**config.mk**
```make
export PLATFORM = sky130hd
export DESIGN_NAME = uart_alu_link
export DESIGN_NICKNAME = d
export VERILOG_FILES = /design/src/rtl/uart_alu_link.sv
export SDC_FILE = /design/constraint.sdc
export NUM_CORES = 1
export LEC_CHECK = 0
export CORE_MARGIN = 1
export CORE_UTILIZATION = 42
export DETAILED_ROUTE_END_ITERATION = 10
export PLACE_DENSITY_LB_ADDON = 0.2
export REMOVE_ABC_BUFFERS = 1
export SLEW_MARGIN = 0
export SYNTH_ARGS = -nofsm -noshare
export SYNTH_HDL_FRONTEND = slang
export SYNTH_SLANG_ARGS = --single-unit
```
**constraint.sdc**
```tcl
create_clock -name clk -period 1.8 [get_ports clk]
set_input_delay 0.54 -clock clk [delete_from_list [all_inputs] [get_ports clk]]
set_output_delay 0.54 -clock clk [all_outputs]
set_load 0.05 [all_outputs]
```
**src/rtl/uart_alu_link.sv**
```systemverilog
// uart_alu_link: pulls A/B/opcode frames from the UART rx FIFO,
// drives a combinational ALU and pushes each result to the tx FIFO.
module uart_alu_link #(
    parameter int DBIT  = 8,
    parameter int NB_OP = 6
) (
    input  logic             clk,
    input  logic             reset,
    input  logic             rx_empty,
    input  logic [DBIT-1:0]  r_data,
    output logic             rd_uart,
    input  logic             tx_full,
    output logic [DBIT-1:0]  w_data,
    output logic             wr_uart,
    output logic [DBIT-1:0]  alu_a,
    output logic [DBIT-1:0]  alu_b,
    output logic [NB_OP-1:0] alu_op,
    input  logic [DBIT-1:0]  alu_result,
    output logic             busy
);

    typedef enum logic [2:0] {
        GET_A,
        GET_B,
        GET_OP,
        EXEC,
        SEND
    } state_t;

    state_t          state_q;
    state_t          state_d;
    logic [DBIT-1:0] res_reg;

    always_comb begin
        state_d = state_q;
        rd_uart = 1'b0;
        wr_uart = 1'b0;
        unique case (state_q)
            GET_A: begin
                if (!rx_empty) begin
                    rd_uart = 1'b1;
                    state_d = GET_B;
                end
            end
            GET_B: begin
                if (!rx_empty) begin
                    rd_uart = 1'b1;
                    state_d = GET_OP;
                end
            end
            GET_OP: begin
                if (!rx_empty) begin
                    rd_uart = 1'b1;
                    state_d = EXEC;
                end
            end
            EXEC: state_d = SEND;
            SEND: begin
                if (!tx_full) begin
                    wr_uart = 1'b1;
                    state_d = GET_A;
                end
            end
            default: state_d = GET_A;
        endcase
    end

    // Captures happen on the same edge the FIFO advances.
    always_ff @(posedge clk or negedge reset) begin
        if (!reset) begin
            state_q <= GET_A;
            alu_a   <= '0;
            alu_b   <= '0;
            alu_op  <= '0;
            res_reg <= '0;
        end else begin
            state_q <= state_d;
            if (rd_uart && state_q == GET_A)
                alu_a <= r_data;
            if (rd_uart && state_q == GET_B)
                alu_b <= r_data;
            if (rd_uart && state_q == GET_OP)
                alu_op <= r_data[NB_OP-1:0];
            if (state_q == EXEC)
                res_reg <= alu_result;
        end
    end

    assign w_data = res_reg;
    assign busy   = (state_q != GET_A);

endmodule

```
## After elaboration in Yosys (flattened, before gate mapping)

Index checks and enable logic that the tools add are counted.
Widths: inputs -> output; s select.

| cells by class | value |
|---|---|
| $add $sub $neg | 0 |
| multipliers | 0 |
| div/mod/pow operators | 0 |
| $lt $le $gt $ge | 0 |
| equality and inequality tests | 8 |
| shifts and indexed selects | 0 |
| mux-type cells | 9 |
| bitwise gates (word level) | 0 |
| reduce and logical (&&, ||, !) cells | 7 |

Operator list:

| kind | count |
|---|---|
| $pmux 3 s5 | 1 |
| $mux 3 | 4 |
| $ne 2x2->1 const B | 4 |
| $eq 3x2->1 const B | 2 |
| $mux 1 | 4 |
| $reduce_and 4->1 | 1 |
| $eq 3x1->1 const B | 1 |
| $eq 3x3->1 const B | 1 |
| $logic_and 1x1->1 | 3 |
| $logic_not 3->1 | 1 |
| $reduce_bool 3->1 | 1 |
| $reduce_or 3->1 | 1 |

| storage, ports and cells | value |
|---|---|
| register bits | 33 |
| bits in latches | 0 |
| bits in writable memories | 0 |
| ROM bits | 0 |
| output and inout bits | 33 |
| logic and storage cells | 29 |
| memories kept | 0 |

## Depth between registers and ports, before layout

| logic depth | value |
|---|---|
| depth after elaboration | 4 |
| gate-level depth with buffers | 3 |

## Worst setup path after synthesis

Ideal clock, no wire load.

| path | value |
|---|---|
| path type | register to output |
| from | register state_q[0] |
| to | output port wr_uart |
| arrival time | 2.236 ns |
| required time | 1.260 ns |
| slack | -0.976 ns |
| cell stages (with the launch flop) | 3 |
| cell sequence | dfrtp_1 buf_2 nor4b_1 |

| on the way | value |
|---|---|
| cells in the longest elaborated chain, start to end | 2 |

Ends and longest elaborated chain:

| element | RTL line | RTL |
|---|---|---|
| start, declared | 30 | `state_t state_q;` |
| start signal, assigned | 77 | `state_q <= state_d;` |
| $eq 3x3->1 | 38 | `unique case (state_q)` |
| $mux 1 | 38 |  |
| end, declared | 14 | `output logic wr_uart,` |

Every way passes these cells.

## Worst setup path in the final report

| path | value |
|---|---|
| from | register state_q[0] |
| to | output port busy |

| on the way | value |
|---|---|
| cells in the longest elaborated chain, start to end | 1 |

Ends and longest elaborated chain:

| element | RTL line | RTL |
|---|---|---|
| $reduce_bool 3->1 | 90 | `assign busy = (state_q != GET_A);` |
| end, declared | 19 | `output logic busy` |

Every way passes these cells.

==> impl_summary.log <==
[metrics] placeable core region: just over 3000 sq um
[metrics] Area growth syn-to-layout: 52.8%
[metrics] Crit path required time: between 1000 and 1500 ps
[metrics] worst clock skew: between 3 and 4 ps
[metrics] Cells after Synth: 82
[metrics] distinct cell type count of the synthesized netlist: 17
[metrics] effective utilization at floorplan: 44.1%
[metrics] post-synthesis register bit count: 33
[metrics] Max FO, Critical Path: 4
[metrics] worst max-slew margin expressed relative to the limit: a little under three quarters
[metrics] Slowest cell on crit path: dfrtp_2
[metrics] flop2flop setup slack: 70 ps
[metrics] largest area contributor in the synthesized netlist: dfrtp_1
[metrics] detail-routed net length per standard cell: 13.4 um
[metrics] fin util: 67.3%
[metrics] Avg Vias per Cell: ~4.7
[metrics] number of non-filler instances in the completed layout: 197
[metrics] root buffer selected by CTS: clkbuf_4
[metrics] post-placement cell count: ~190
[metrics] setup repair after global routing missed its margin: yes
[metrics] highest attainable clock frequency: approximately 530 MHz
[metrics] total congestion overflow after global routing: 0
[metrics] synth warn: 0
[metrics] violations in the final reports: negative setup slack
[metrics] overall track demand over capacity in global routing: between 15 and 20%
[metrics] clock-pin slew on the worst setup and hold paths: around 90 ps
[metrics] x dimension of the die: 58.6 um
[metrics] launch point of the worst reg-to-reg path: state_q[0]$_DFFE_PN0P_
[metrics] Worst Min Path Start: alu_a[3]$_DFFE_PN0P_
[metrics] layout cells sized above 1: roughly 62%
[metrics] Sinks on Clock Net: 33
[metrics] number of maximum-capacitance constraint violations: 0
[metrics] type of the most critical hold path: reg2reg
[metrics] final period demand of the worst path: approximately 1900 ps
[metrics] Die Y: between 50 and 60 um
[metrics] first-pass GRT wire length: approximately 4.4 mm
[metrics] Final period util: 104%
[metrics] Yosys top cell area share: about three fifths
[metrics] total count of max-transition violations in the final report: 0
[metrics] port bufs: 52
[metrics] type of element capturing the critical path: output pin
[metrics] vias in the first global route: just under 1000
[metrics] type of the worst setup path: reg2out
[metrics] TritonCTS clock tree: yes
[metrics] netlist area before placement: 1350 sq um
[metrics] drt total wl: about 2.6 mm
[metrics] Final #Nets: 173
[metrics] floorplan die area: roughly 3400 sq um
[metrics] critical path's largest stage delay: about 460 ps
[metrics] startpoint types: flop
[metrics] Iter 0 DRT Violations: 24
[metrics] FP Rows: 20
[metrics] I/O pins: between 50 and 60
[metrics] Avg Inst Size Synth: 16.4 sq um
[metrics] start point of the critical path: state_q[0]$_DFFE_PN0P_
[metrics] initial antenna violation count: 0
[metrics] Clock H-tree levels: 2
[metrics] sum of net half-perimeters after detailed placement: 1.92 mm
[metrics] Worst Setup Slack post-DPL: -327 ps
[metrics] clock buffers created by TritonCTS: 5
[metrics] post-route ant nets: 0
[metrics] overall via count from detail_route: ~930
[metrics] clock insertion delay at the later pin of the skew report: ~320 ps
[metrics] outcome: complete, but fails checks
[metrics] number of buffers on the longest clock path: 2
[metrics] Inserted Diodes: 0
[metrics] drt pass-1 iters: 4
[metrics] weighted congestion reported at the end of routability-driven placement: about 0.73
[metrics] final number of setup-violating endpoints: 3
[metrics] number of DRC violations after detailed routing: 0
[metrics] hold violation total from the final report: 0
[metrics] Worst Tran Pin Value: approximately 420 ps
[metrics] largest cells by area after synthesis: dfrtp_1 61%, mux2_2 25%, nor4b_4 3.5%, nor4_4 1.6%, nand3b_1 1.1%
[metrics] Worst Slack Setup Final: -76.4 ps
[metrics] sequential share of the synthesized area: 61.4%
[metrics] Worst EP arrival: 1340 ps
[metrics] cell chain of the critical path: or3_4 > buf_8
[metrics] largest net degree at the start of global routing: 34
path summary, 6_finish.rpt:
kind                                               end  cells after the start
worst min register to register    alu_a[3]$_DFFE_PN0P_                      1
worst max register to register   alu_op[3]$_DFFE_PN0P_                      6
worst max-delay path                              busy                      2
worst min-delay path              alu_a[3]$_DFFE_PN0P_                      1
max in group asynchronous       state_q[0]$_DFFE_PN0P_                      2
min in group asynchronous         alu_b[6]$_DFFE_PN0P_                      2
layout make-up:
type / instances / area [sq um]
multi-input combinational: 45 / 515
sequential: 33 / 828
clock buffer: 7 / 55.1
tap: 44 / 55.1
fill: 249 / 997
timing repair buffer: 68 / 602
Yosys cell counts:
library cell and number:
buf_4 1, nor4_4 1, buf_6 1, nand2b_1 1
or2_2 1, a211oi_1 1, buf_2 2, mux2_2 30
nand3b_1 2, nand4bb_1 1, nor4b_4 2, dfrtp_1 33
or3b_2 1, nor4b_1 1, or3_1 1, a21oi_1 2
nand2_1 1
worst max-delay path: cells and delay by family, from the launching register on:
family | cells | cell delay (ps)
buffers and inverters | 1 | 160
AND/OR/NAND/NOR | 1 | 400
flip-flops | 1 | 460
layer usage:
metal	up-vias	routed length, um	track usage [%]
met5	-	0	0
met4	0	57	10.2
met3	8	135	5.27
met2	28	1370	28.2
met1	450	1080	21.4
li1	442	-	-
sequential cells by signal, summed over array words and instances, names as in the netlist:
register,cells
alu_a,8
alu_op,6
w_data,8
alu_b,8
state_q,3
timing repair:
item | in CTS | in global routing
resized for setup | 7 | 4
pin swaps | 2 | 4
hold buffers | 0 | 0
setup buffers | 2 | 1
gates cloned | 0 | 0
endpoints found under the setup margin | 3 | 3
cell families after synthesis:
group | count (synthesis) | synth area share (%)
flops | 33 | 61.4
mux | 30 | 25.1
simple gates | 12 | 10.0
buf+inv | 4 | 2.14
compound gates | 3 | 1.30
layout by cell type (no fill, tap or decap), drive strengths merged:
cell	synthesis	layout
buf	4	49
dfrtp	33	33
mux2	30	30
clkdlybuf4s50	0	17
clkbuf	0	7
nor4b	3	3
nand3b	2	2
a21oi	2	2
or3	1	1
a211oi	1	1
nor4	1	1
nand4bb	1	1
nand2	1	1
nand2b	1	1
or3b	1	1
or2	1	1
dlygate4sd2	0	1
clkdlybuf4s15	0	1
through the flow:
stage	TNS, ps	hold slack, ps	instance area [sq um]
finish	-143	512	2060
global route	-341	530	2060
CTS	-140	520	2030
detailed placement	-4560	497	1940
global placement	-4540	491	1940
floorplan	-1440	244	1320
Power is not shown: default switching activity piles up to over one toggle a cycle in this logic, so the estimate is an artifact.
